$ cat src/rtl/vram_arb_pkg.sv
// vram_arb_pkg: shared types and phase constants for the super-res VRAM arbiter.
//   owner_t    : slot owner encoding (NONE/DISP/CPU/CMD)
//   state_t    : per-slot FSM state
//   PH_*       : cx[1:0] phase values for the AP/FS/DL/DR cadence
//   vram_req_t : latched slot request {wr, addr, wdata, be}
package vram_arb_pkg;

    typedef enum logic [1:0] {
        OWN_NONE = 2'd0,
        OWN_DISP = 2'd1,
        OWN_CPU  = 2'd2,
        OWN_CMD  = 2'd3
    } owner_t;

    typedef enum logic [1:0] {
        ST_IDLE,
        ST_CMD,
        ST_DATA,
        ST_DONE
    } state_t;

    localparam logic [1:0] PH_AP = 2'd2;
    localparam logic [1:0] PH_FS = 2'd3;
    localparam logic [1:0] PH_DL = 2'd0;
    localparam logic [1:0] PH_DR = 2'd1;

    // Address field sized for the widest supported ADDR_W; the top uses the low bits.
    localparam int MAX_ADDR_W = 32;

    typedef struct packed {
        logic                  wr;
        logic [MAX_ADDR_W-1:0] addr;
        logic [31:0]           wdata;
        logic [3:0]            be;
    } vram_req_t;

endpackage

$ cat src/rtl/vdp_vram_rr_pick.sv
// vdp_vram_rr_pick: two-input round-robin picker for the CPU/command engine slots.
//   clk, reset_n       : clock, async active-low reset (pointer clears to A)
//   en_i               : decision is taken this cycle; pointer updates on a grant
//   a_req_i, b_req_i   : competing requests (A=CPU, B=CMD)
//   grant_a_o/grant_b_o: one-hot grant (both low when nobody requests)
//   rr_ptr_o           : preferred side on a tie, 0=A, 1=B
module vdp_vram_rr_pick (
    input  logic clk,
    input  logic reset_n,
    input  logic en_i,
    input  logic a_req_i,
    input  logic b_req_i,
    output logic grant_a_o,
    output logic grant_b_o,
    output logic rr_ptr_o
);

    logic rr_ptr_q, rr_ptr_d;

    assign grant_a_o = a_req_i & (~b_req_i | ~rr_ptr_q);
    assign grant_b_o = b_req_i & (~a_req_i | rr_ptr_q);
    assign rr_ptr_o  = rr_ptr_q;

    // After a grant the pointer favours the side that lost.
    always_comb begin
        rr_ptr_d = (en_i && (grant_a_o || grant_b_o)) ? grant_a_o : rr_ptr_q;
    end

    always_ff @(posedge clk or negedge reset_n) begin
        if (!reset_n) rr_ptr_q <= 1'b0;
        else          rr_ptr_q <= rr_ptr_d;
    end

endmodule

$ cat src/rtl/vdp_super_vram_arbiter.sv
// vdp_super_vram_arbiter: shares one 32-bit VRAM port between display fetch, CPU and
// command engine, one access per 4-clock slot locked to cx[1:0] (AP/FS/DL/DR).
//   clk, reset_n                 : pixel clock, async active-low reset
//   cx                           : pixel column, bits [1:0] give the slot phase
//   disp_req/disp_addr           : display fetch request (absolute priority, read only)
//   disp_valid/disp_rdata        : display data, valid for one cycle at the next AP
//   cpu_*/cmd_*                  : req/wr/addr/wdata/be in, ack/rdata out (round-robin)
//   vram_addr/wdata/be           : SDRAM command fields, held between slots
//   vram_rd/vram_wr              : one-cycle strobes in FS
//   vram_rdata                   : SDRAM read data, sampled in DR
//   owner                        : current slot owner (debug)
module vdp_super_vram_arbiter
    import vram_arb_pkg::*;
#(
    parameter int ADDR_W = 17
) (
    input  logic              clk,
    input  logic              reset_n,
    input  logic [10:0]       cx,
    input  logic              disp_req,
    input  logic [ADDR_W-1:0] disp_addr,
    output logic              disp_valid,
    output logic [31:0]       disp_rdata,
    input  logic              cpu_req,
    input  logic              cpu_wr,
    input  logic [ADDR_W-1:0] cpu_addr,
    input  logic [31:0]       cpu_wdata,
    input  logic [3:0]        cpu_be,
    output logic              cpu_ack,
    output logic [31:0]       cpu_rdata,
    input  logic              cmd_req,
    input  logic              cmd_wr,
    input  logic [ADDR_W-1:0] cmd_addr,
    input  logic [31:0]       cmd_wdata,
    input  logic [3:0]        cmd_be,
    output logic              cmd_ack,
    output logic [31:0]       cmd_rdata,
    output logic [ADDR_W-1:0] vram_addr,
    output logic              vram_rd,
    output logic              vram_wr,
    output logic [31:0]       vram_wdata,
    output logic [3:0]        vram_be,
    input  logic [31:0]       vram_rdata,
    output logic [1:0]        owner
);

    logic [1:0]  ph;
    state_t      state_q, state_d;
    owner_t      owner_q, owner_d, win;
    vram_req_t   slot_q, slot_d, win_req;
    logic [31:0] cpu_rdata_q, cpu_rdata_d, cmd_rdata_q, cmd_rdata_d, disp_rdata_q, disp_rdata_d;
    logic        cpu_ack_q, cpu_ack_d, cmd_ack_q, cmd_ack_d, disp_valid_q, disp_valid_d;
    logic        grant_cpu, grant_cmd, rr_ptr;
    logic [1:0]  exp_ph;
    logic [ADDR_W-1:0] sel_addr;
    logic        unused_bits;

    assign ph          = cx[1:0];
    assign unused_bits = ^{cx[10:2], slot_q.addr, rr_ptr};

    vdp_vram_rr_pick u_rr (
        .clk       (clk),
        .reset_n   (reset_n),
        .en_i      (ph == PH_AP && !disp_req),
        .a_req_i   (cpu_req),
        .b_req_i   (cmd_req),
        .grant_a_o (grant_cpu),
        .grant_b_o (grant_cmd),
        .rr_ptr_o  (rr_ptr)
    );

    assign win = disp_req ? OWN_DISP : grant_cpu ? OWN_CPU : grant_cmd ? OWN_CMD : OWN_NONE;

    // Display slots reuse the held write data so vram_wdata only moves on CPU/CMD slots.
    always_comb begin
        sel_addr      = (win == OWN_CPU) ? cpu_addr : (win == OWN_CMD) ? cmd_addr : disp_addr;
        win_req.wr    = (win == OWN_CPU) ? cpu_wr : (win == OWN_CMD) ? cmd_wr : 1'b0;
        win_req.addr  = MAX_ADDR_W'({sel_addr[ADDR_W-1:1], 1'b0});
        win_req.wdata = (win == OWN_CPU) ? cpu_wdata : (win == OWN_CMD) ? cmd_wdata : slot_q.wdata;
        win_req.be    = (win == OWN_CPU) ? cpu_be : (win == OWN_CMD) ? cmd_be : 4'hF;
    end

    // Phase each in-flight state must see; any other phase means cx jumped.
    assign exp_ph = (state_q == ST_CMD) ? PH_FS : (state_q == ST_DATA) ? PH_DL : PH_DR;

    always_comb begin
        state_d      = ST_IDLE;
        owner_d      = owner_q;
        slot_d       = slot_q;
        cpu_rdata_d  = cpu_rdata_q;
        cmd_rdata_d  = cmd_rdata_q;
        disp_rdata_d = disp_rdata_q;
        cpu_ack_d    = 1'b0;
        cmd_ack_d    = 1'b0;
        disp_valid_d = 1'b0;
        if (ph == PH_AP) begin
            owner_d = win;
            state_d = (win == OWN_NONE) ? ST_IDLE : ST_CMD;
            if (win != OWN_NONE) slot_d = win_req;
        end else if (state_q != ST_IDLE) begin
            if (ph != exp_ph) begin
                owner_d = OWN_NONE;
            end else if (state_q != ST_DONE) begin
                state_d = (state_q == ST_CMD) ? ST_DATA : ST_DONE;
            end else begin
                disp_valid_d = (owner_q == OWN_DISP);
                cpu_ack_d    = (owner_q == OWN_CPU);
                cmd_ack_d    = (owner_q == OWN_CMD);
                disp_rdata_d = (owner_q == OWN_DISP && !slot_q.wr) ? vram_rdata : disp_rdata_q;
                cpu_rdata_d  = (owner_q == OWN_CPU && !slot_q.wr) ? vram_rdata : cpu_rdata_q;
                cmd_rdata_d  = (owner_q == OWN_CMD && !slot_q.wr) ? vram_rdata : cmd_rdata_q;
            end
        end
    end

    always_ff @(posedge clk or negedge reset_n) begin
        if (!reset_n) begin
            state_q      <= ST_IDLE;
            owner_q      <= OWN_NONE;
            slot_q       <= '0;
            cpu_rdata_q  <= '0;
            cmd_rdata_q  <= '0;
            disp_rdata_q <= '0;
            cpu_ack_q    <= 1'b0;
            cmd_ack_q    <= 1'b0;
            disp_valid_q <= 1'b0;
        end else begin
            state_q      <= state_d;
            owner_q      <= owner_d;
            slot_q       <= slot_d;
            cpu_rdata_q  <= cpu_rdata_d;
            cmd_rdata_q  <= cmd_rdata_d;
            disp_rdata_q <= disp_rdata_d;
            cpu_ack_q    <= cpu_ack_d;
            cmd_ack_q    <= cmd_ack_d;
            disp_valid_q <= disp_valid_d;
        end
    end

    // Strobes need both the CMD state and the FS phase, so a skipped FS never fires.
    assign vram_rd    = (state_q == ST_CMD) && (ph == PH_FS) && !slot_q.wr;
    assign vram_wr    = (state_q == ST_CMD) && (ph == PH_FS) && slot_q.wr;
    assign vram_addr  = slot_q.addr[ADDR_W-1:0];
    assign vram_wdata = slot_q.wdata;
    assign vram_be    = slot_q.be;
    assign owner      = owner_q;
    assign cpu_ack    = cpu_ack_q;
    assign cmd_ack    = cmd_ack_q;
    assign disp_valid = disp_valid_q;
    assign cpu_rdata  = cpu_rdata_q;
    assign cmd_rdata  = cmd_rdata_q;
    assign disp_rdata = disp_rdata_q;

endmodule

$ cat config.mk
export PLATFORM = sky130hd
export DESIGN_NAME = vdp_super_vram_arbiter
export DESIGN_NICKNAME = d
export VERILOG_FILES = /design/src/rtl/vram_arb_pkg.sv /design/src/rtl/vdp_vram_rr_pick.sv /design/src/rtl/vdp_super_vram_arbiter.sv
export SDC_FILE = /design/constraint.sdc
export NUM_CORES = 1
export LEC_CHECK = 0
export CORE_MARGIN = 10
export CORE_UTILIZATION = 35
export DETAILED_ROUTE_END_ITERATION = 10
export DONT_BUFFER_PORTS = 1
export PLACE_DENSITY = 0.53
export SLEW_MARGIN = 10
export SYNTH_ARGS = -nofsm -noshare
export SYNTH_HDL_FRONTEND = slang
export SYNTH_SLANG_ARGS = --single-unit
$ cat constraint.sdc
create_clock -name clk -period 2.3 [get_ports clk]
set_input_delay 0.69 -clock clk [delete_from_list [all_inputs] [get_ports clk]]
set_output_delay 0.69 -clock clk [all_outputs]
set_load 0.1 [all_outputs]
Word level (Yosys, flattened, before mapping)
Index checks and enable logic that the tools add are counted.

storage, ports and cells
  register bits = 157
  input bits = 173
  output and inout port bits = 156
  logic and storage cells = 91

operators by class
  equal/unequal tests = 11
  muxes and demuxes = 34
  bitwise operators = 10
  reduce and logical (&&, ||, !) cells = 23

operator list
  operator              number
  $mux W32              2
  $mux W17              2
  $mux W2               11
  $mux W1               17
  $reduce_and A5 Y1     3
  $eq A2 B2 Y1 const B  7
  $reduce_bool A2 Y1    5
  $logic_and A1 B1 Y1   8
  $mux W4               2
  $not A1 Y1            6
  $eq A2 B1 Y1 const B  2
  $reduce_and A2 Y1     2
  $reduce_and A3 Y1     1
  $and A1 B1 Y1         2
  $logic_not A1 Y1      2
  $logic_not A2 Y1      1
  $ne A2 B2 Y1          1
  $ne A2 B2 Y1 const B  1
  $or A1 B1 Y1          2
  $logic_or A1 B1 Y1    1

Logic depth before layout (Yosys ltp)
Gate-level depths: netlist of run 1.

  word-level depth = 9
  mapped depth = 7
  gate-level depth less buffers = 3

Cells and area by module
Synthesis of run 1 repeated with hierarchy kept, for this count alone.

second synthesis, totals
  cell total of the unflattened synthesis = 560
  area total of the unflattened synthesis = 7158.1 µm²

modules (own cells, without submodules)
  module                  instances  cells an instance  area each (µm²)  seq. area each (µm²)
  vdp_super_vram_arbiter  1          554                7103.1           3903.7
  vdp_vram_rr_pick        1          6                  55.1             25.0

Worst setup path after synthesis of run 1
No wires, ideal clock.

  kind = input port to output port
  start = input port cx[0]
  end = output port vram_rd
  arrival = 2.252 ns
  required time = 1.610 ns
  path slack = -0.642 ns
  stages = 3
  path buffers = 1
  path through = buf_2 nand4b_1 nor2_1

on the way
  word-level cells in the longest chain between the ends = 3

RTL lines
  element                           RTL line                       RTL
  from (decl)                       vdp_super_vram_arbiter.sv:19   input logic [10:0] cx,
  $eq A2 B2 Y1                      vdp_super_vram_arbiter.sv:141  assign vram_rd = (state_q == ST_CMD) && (ph == PH_FS) && !slot_q.wr;
  $logic_and A1 B1 Y1 (2 in a row)  vdp_super_vram_arbiter.sv:141
  to (decl)                         vdp_super_vram_arbiter.sv:39   output logic vram_rd,

No other way between the ends.

Worst setup path in the final report of run 1
  start = register state_q[1]
  end = output port vram_rd

on the way
  word-level cells in the longest chain between the ends = 3

RTL lines
  element                           RTL line                       RTL
  from (decl)                       vdp_super_vram_arbiter.sv:48   state_t state_q, state_d;
  from (signal assigned)            vdp_super_vram_arbiter.sv:128  state_q <= state_d;
  $eq A2 B1 Y1                      vdp_super_vram_arbiter.sv:141
  $logic_and A1 B1 Y1 (2 in a row)  vdp_super_vram_arbiter.sv:141

No other way between the ends.

==> results.json, run 1 <==
{
  "status": "complete, but fails checks",
  "violations": "hold timing",
  "r2r_start": "state_q[1]",
  "syn_to_final_growth_pct": 13.5,
  "dp_hpwl_um": 15300,
  "wirelength_um": 20500,
  "max_freq_mhz": 461,
  "final_nets": 793,
  "required_ps": 1610,
  "p_per_area_nw_per_um2": 1010,
  "rrSetupSlack_ps": 490,
  "yosys_warnings": 0,
  "fin_crit_ps": 2170,
  "end_kind": "primary output",
  "antenna_found_initial": 2,
  "grtUsageMet3_pct": 7.86,
  "vias": 4900,
  "hold_path.class": "input pin to async pin",
  "worst_slew_pin_slew_ps": 946,
  "io_buffers": 0,
  "clockBufferDepth": 2,
  "tns_ps": 0,
  "die_w_um": 163,
  "slowest_stage": "dfrtp_1",
  "maxSlewHeadroom_pct": 36.9,
  "rsz0062_at_grt": "false",
  "async_flop_share_pct": 100,
  "cpPeakStageDelay_ps": 430,
  "synthDistinctLibCells": 36,
  "ys_seq_area_share_pct": 55.0,
  "synth_nets": 800,
  "layout-drive-gt1-share_pct": 33.5,
  "n_antenna_cell": 0,
  "syn_area_um2": 7140,
  "synth_ff_type": "dfrtp_1",
  "drtIter0Drc": 382,
  "crit_chain": "nand4b_1 -> nor2_2 -> buf_12",
  "cp-start-kind": "flop",
  "wire_per_inst_um": 22.8,
  "postRouteAntennaNets": 0,
  "period_share_pct": 94.3,
  "gr-usage-met1_pct": 17.1,
  "gr-total-overflow": 0,
  "p_leak_nw": 3.83,
  "insertion_delay_ps": 420,
  "hold_viol_final": 67,
  "rows": 52,
  "cp.arrival_ps": 1480,
  "tritoncts": "done",
  "dr.pass1.iters": 4,
  "clk_pin_slew_worst_paths_ps": 70,
  "synth-edff-count": 0,
  "ys_ff_latch": 157,
  "viasPerCell": 5.43,
  "drcViolationCount": 0,
  "grt_util_all_layers_pct": 15.2,
  "pre_cts_ws_ps": 197,
  "coreArea_um2": 20200,
  "cts_resized": 0,
  "hold_ws_ps": -34.5,
  "r2r_cells": 4,
  "synth_area_leaders": "dfrtp_1 (55%), mux2_2 (15%), buf_4 (5.9%), o21ai_0 (4.0%), o31ai_1 (3.9%)",
  "clock-root-buffer": "clkbuf_16",
  "ir_drop_mv": 0.447,
  "synth_top_area_cell": "dfrtp_1",
  "syn_inst": 627,
  "cts_buffers": 17,
  "synth_top_area_share_pct": 55.0,
  "die_h_um": 163,
  "grt_pass1_vias": 5275,
  "cts_sinks": 157,
  "drv_cap": 0,
  "ios": 329,
  "r2r-end": "cpu_rdata[13]",
  "grt_start_max_net_pins": 158,
  "path_class": "flop to primary output",
  "die_area_um2": 26500,
  "setup_viol": 0,
  "grt_pass1_wl_um": 31800,
  "place_congestion": 0.809,
  "busiest_layer": "met2",
  "initial_core_util_pct": 35.4,
  "h-tree-depth": 4,
  "fin_skew_ps": 9.96,
  "critPathLaunch": "state_q[1]",
  "drv_slew": 0,
  "avgSynthCellArea_um2": 11.4,
  "use_met2_pct": 24.6,
  "critPathMaxFanout": 7,
  "final.setup.worst_slack_ps": 130
}
-- area by class of cell --
type	instances	area, um^2
well taps	270	338
repair buffers	77	666
clock inverters	14	151
clock buffers	17	425
multi-input cells	363	2580
fillers	1919	12100
inverters	4	15.0
flip-flops and latches	157	3930
-- cell families (layout without fill, tap and decap cells) --
| group | Yosys count | in the layout | synth area share, % |
|---|---|---|---|
| muxes | 96 | 96 | 15.1 |
| buffers and inverters | 107 | 112 | 9.15 |
| AOI/OAI and AO/OA | 147 | 147 | 12.7 |
| xor gates and xnor gates | 1 | 1 | 0.123 |
| and+or+nand+nor | 118 | 118 | 7.78 |
| other | 1 | 1 | 0.0525 |
| DFF | 157 | 157 | 55.0 |
-- repair_timing --
item / in CTS / in global routing
buffers inserted: 0 / 1
setup endpoints to repair: 0 / 1
endpoints found under the hold margin: 157 / 157
-- critical path: cells and delay by family (launching register included) --
kind | cells | cell delay (ps)
simple gates | 2 | 450
flops | 1 | 430
buf+inv | 1 | 190
-- report_power, final --
part	switching, mW	internal (mW)	total (mW)
Sequential	0.271	2.96	3.23
Clock	1.22	1.53	2.75
Combinational	1.76	0.420	2.18
Total	3.25	4.91	8.16
-- registers in the layout, summed over array words and instances (netlist names), 2 cells and up --
| register | count |
|---|---|
| cmd_rdata | 32 |
| cpu_rdata | 32 |
| disp_rdata | 32 |
| vram_wdata | 32 |
| vram_addr | 16 |
| vram_be | 4 |
| owner | 2 |
| state_q | 2 |
-- Yosys cell counts (3+ instances only) --
library cell	instances
a21oi_1	32
and3_1	3
buf_2	9
buf_4	56
buf_6	4
clkbuf_1	34
dfrtp_1	157
inv_1	4
mux2_2	96
nand2_1	5
nor2_1	55
nor3_1	41
o21ai_0	57
o31ai_1	37
o41ai_1	16
-- worst max-delay path by stage --
stage / end / slack (ps) / cells after the start
floorplan: vram_rd / -220 / 3
global placement: cpu_rdata[28] / 230 / 4
detailed placement: cpu_rdata[13] / 200 / 4
CTS: vram_rd / 90 / 3
global route: vram_wr / 30 / 3
finish: vram_rd / 130 / 3
-- cells in the final DEF, fill, tap and decap left out, types with 2 or more instances in the layout --
cell type / instances
buf_4: 70
o21ai_0: 57
nor2_1: 52
nor3_1: 40
buf_12: 7
and3_1: 3
nand2_1: 5
inv_1: 4
mux2_2: 96
o41ai_1: 16
inv_6: 5
clkinvlp_4: 4
a21oi_1: 32
clkbuf_16: 17
dfrtp_1: 157
nor2_2: 3
inv_8: 2
o31ai_1: 37
-- metrics by stage --
stage                     hold WS (ps)  util, %  instances  area [um^2]  total power, mW
after floorplan                    394        -        627         7140             5.27
after global placement             399     37.3        870         7520             5.45
after detailed placement           399     37.3        870         7520             5.48
after CTS                        -60.9     40.1        901         8090             8.27
after global routing             -68.1     40.2        902         8100             8.50
final                            -34.5     40.2        902         8100             8.16
-- metal layers --
layer	wire length, um	vias to the layer above
li1	-	2170
met1	7580	2432
met2	9930	264
met3	2640	30
met4	377	4
met5	27	-
(Power assumes the default switching activity.)
==> run 2: changes to the inputs <==
--- a/config.mk
+++ b/config.mk
@@ -10,7 +10,6 @@
 export DETAILED_ROUTE_END_ITERATION = 10
 export DONT_BUFFER_PORTS = 1
 export PLACE_DENSITY = 0.53
-export SLEW_MARGIN = 10
 export SYNTH_ARGS = -nofsm -noshare
 export SYNTH_HDL_FRONTEND = slang
 export SYNTH_SLANG_ARGS = --single-unit
==> results of run 2 <==
No change in the layout: final DEF, timing and power equal those of run 1.
==> RTL change: new RTL, flow settings as in run 2 <==
`cmd_rdata_q` no longer has a reset.
--- a/src/rtl/vdp_super_vram_arbiter.sv
+++ b/src/rtl/vdp_super_vram_arbiter.sv
@@ -121,3 +121,2 @@
             cpu_rdata_q  <= '0;
-            cmd_rdata_q  <= '0;
             disp_rdata_q <= '0;
@@ -131,3 +130,2 @@
             cpu_rdata_q  <= cpu_rdata_d;
-            cmd_rdata_q  <= cmd_rdata_d;
             disp_rdata_q <= disp_rdata_d;
@@ -137,2 +135,6 @@
         end
+    end
+
+    always_ff @(posedge clk) begin
+        cmd_rdata_q <= cmd_rdata_d;
     end
Function: changed (Yosys sat finds a counterexample within 10 cycles, from zero or initial values and one cycle with reset_n low; the reset may be asserted at any time).
==> RTL change against run 2 <==
- die area shrank 2.8%
- area after synthesis shrank 3.2%
- the flow still finishes with violations (hold timing)
- count of clock-buffer cells in the layout is 1 higher
- total power increased by 2.1%
- via count is 2.2% lower
- cell count down 0.67%
- wire length is 0.59% lower
- critical endpoint is now vram_wr
- cell area is 0.42% higher
- sequential cell count unchanged
- setup slack got worse by 0.018 ns
- maximum frequency fell by 0.81%
==> RTL change: results (changes against run 2) <==
* Status: finished, violations left
* Failing checks: hold timing
* Syn nets at 764 (-4.5%)
* Nets@finish at 790 (-0.38%)
* Vias in the first global route at 5199 (-1.4%)
* First-pass DRT Iterations at 5 (+1)
* Reg2Reg Setup Slack at 0.53 ns (+0.04 ns)
* Ranking of synthesized cells by area: dfrtp_1 (45%), edfxtp_1 (14%), mux2_2 (10%), buf_4 (5.8%), o21ai_0 (4.1%)
* Multi-input gate share of total cell area at 27.3% (-4.6 points)
* Gr usage total at 15.4% (+0.20 points)
* Final RePlAce weighted congestion at 0.808 (about the same)
* Layout cells sized above 1 at 33.2% (-0.37 points)
* Post-Place Setup Slack at 0.231 ns (+0.0340 ns)
* Non-CTS buffers at 106 (+38%)
* XOR/XNOR Fraction of Synth Area at 0.127% (+0.0040 points)
* Post-synth EDFFs at 32 (+32)
* Seq/Total Area, Yosys at 59.2% (+4.1 points)
* Placed instance area at 0.00752 mm² (about the same)
* Synth top cells by count: dfrtp_1 (125), mux2_2 (63), o21ai_0 (57), nor2_1 (55), buf_4 (53)
* Crit share post-route at 95.1% (+0.77 points)
* Synth Register Bits at 157 (unchanged)
* Storage cell area at 0.00409 mm² (+4.1%)
* Post-Syn Area per Cell at 11.7 µm² (+2.7%)
* Finished Cell Area at 0.00814 mm² (+0.42%)
* Pin count of the biggest net entering global routing at 126 (-20%)
* Max FO, Critical Path at 7 (unchanged)
* Yosys cell types at 38 (+5.6%)
* Vias per Instance at 5.35 (-1.6%)
* Area of the die at 0.0258 mm² (-2.8%)
* Fin Hold WS at -0.0390 ns (-0.00452 ns)
* Final Hold Vio Count at 125 (+87%)
* Routed WL per cell at 22.8 µm (about the same)
* R2r endpoint: cpu_rdata[23]$_DFFE_PN0P_
* Maximum vdd drop at 0.000484 V (+8.4%)
* Initial drt markers at 293 (-23%)
* Ys async rst share at 79.6% (-20 points)
* CP endpoint: vram_wr
* Comb_multi_in at 331 (-8.8%)
* Slew @ Worst Pin at 0.945 ns (-0.000799 ns)
* Diodes inserted at 1 (+1)
* CLK BUF at 18 (+1)
* Post-synthesis mux area share at 10.4% (-4.7 points)
* Hpwl dp at 14.9 mm (-2.6%)
* Fin cells at 896 (-0.67%)
* Placed insts at 863 (-0.80%)
* H-Tree Depth at 4 (unchanged)
* Delay-heaviest family, CP: simple AND/OR/NAND/NOR gates
* ClkCell Share at 7.49% (+0.37 points)
* Clk_skew at 0.00956 ns (-0.000400 ns)
* Global-route wire length before repair at 31.3 mm (-1.5%)
* Crit path DAT at 1.50 ns (+0.02 ns)
* Pwr Total at 8.33 mW (+2.1%)
* Compound-cell area share of the yosys netlist at 13.1% (+0.42 points)
* Fillers at 1825 (-4.9%)
* Leakage at 3.63 nW (-5.2%)
* Non-clock buffer share at 10.7% (+2.5 points)
## RTL change: changes by cell type after synthesis
cell	change
and2_1	+1
nand4_1	-1
edfxtp_1	+32
dfrtp_1	-32
buf_2	-1
buf_4	-3
mux2_2	-33
mux2_1	+1
## RTL change: power by group
part           internal (mW)  switching (mW)
Sequential              3.04           0.236
Combinational          0.417            1.76
Clock                   1.65            1.24
Total                   5.10            3.23
## RTL change: kinds of logic after synthesis
family,after synthesis
DFF,157
AOI/OAI and AO/OA,147
and+or+nand+nor,118
buffers and inverters,103
muxes,64
xor gates and xnor gates,1
other,1
## RTL change: metal layers
metal | GRT usage, % | wire, µm | up-vias | part of all wire (%)
met5 | 0 | 7 | - | 0.034
li1 | - | - | 2126 | -
met2 | 24.3 | 9560 | 292 | 47
met4 | 5.01 | 294 | 2 | 1.4
met1 | 16.9 | 7600 | 2353 | 37
met3 | 9.15 | 2960 | 18 | 14
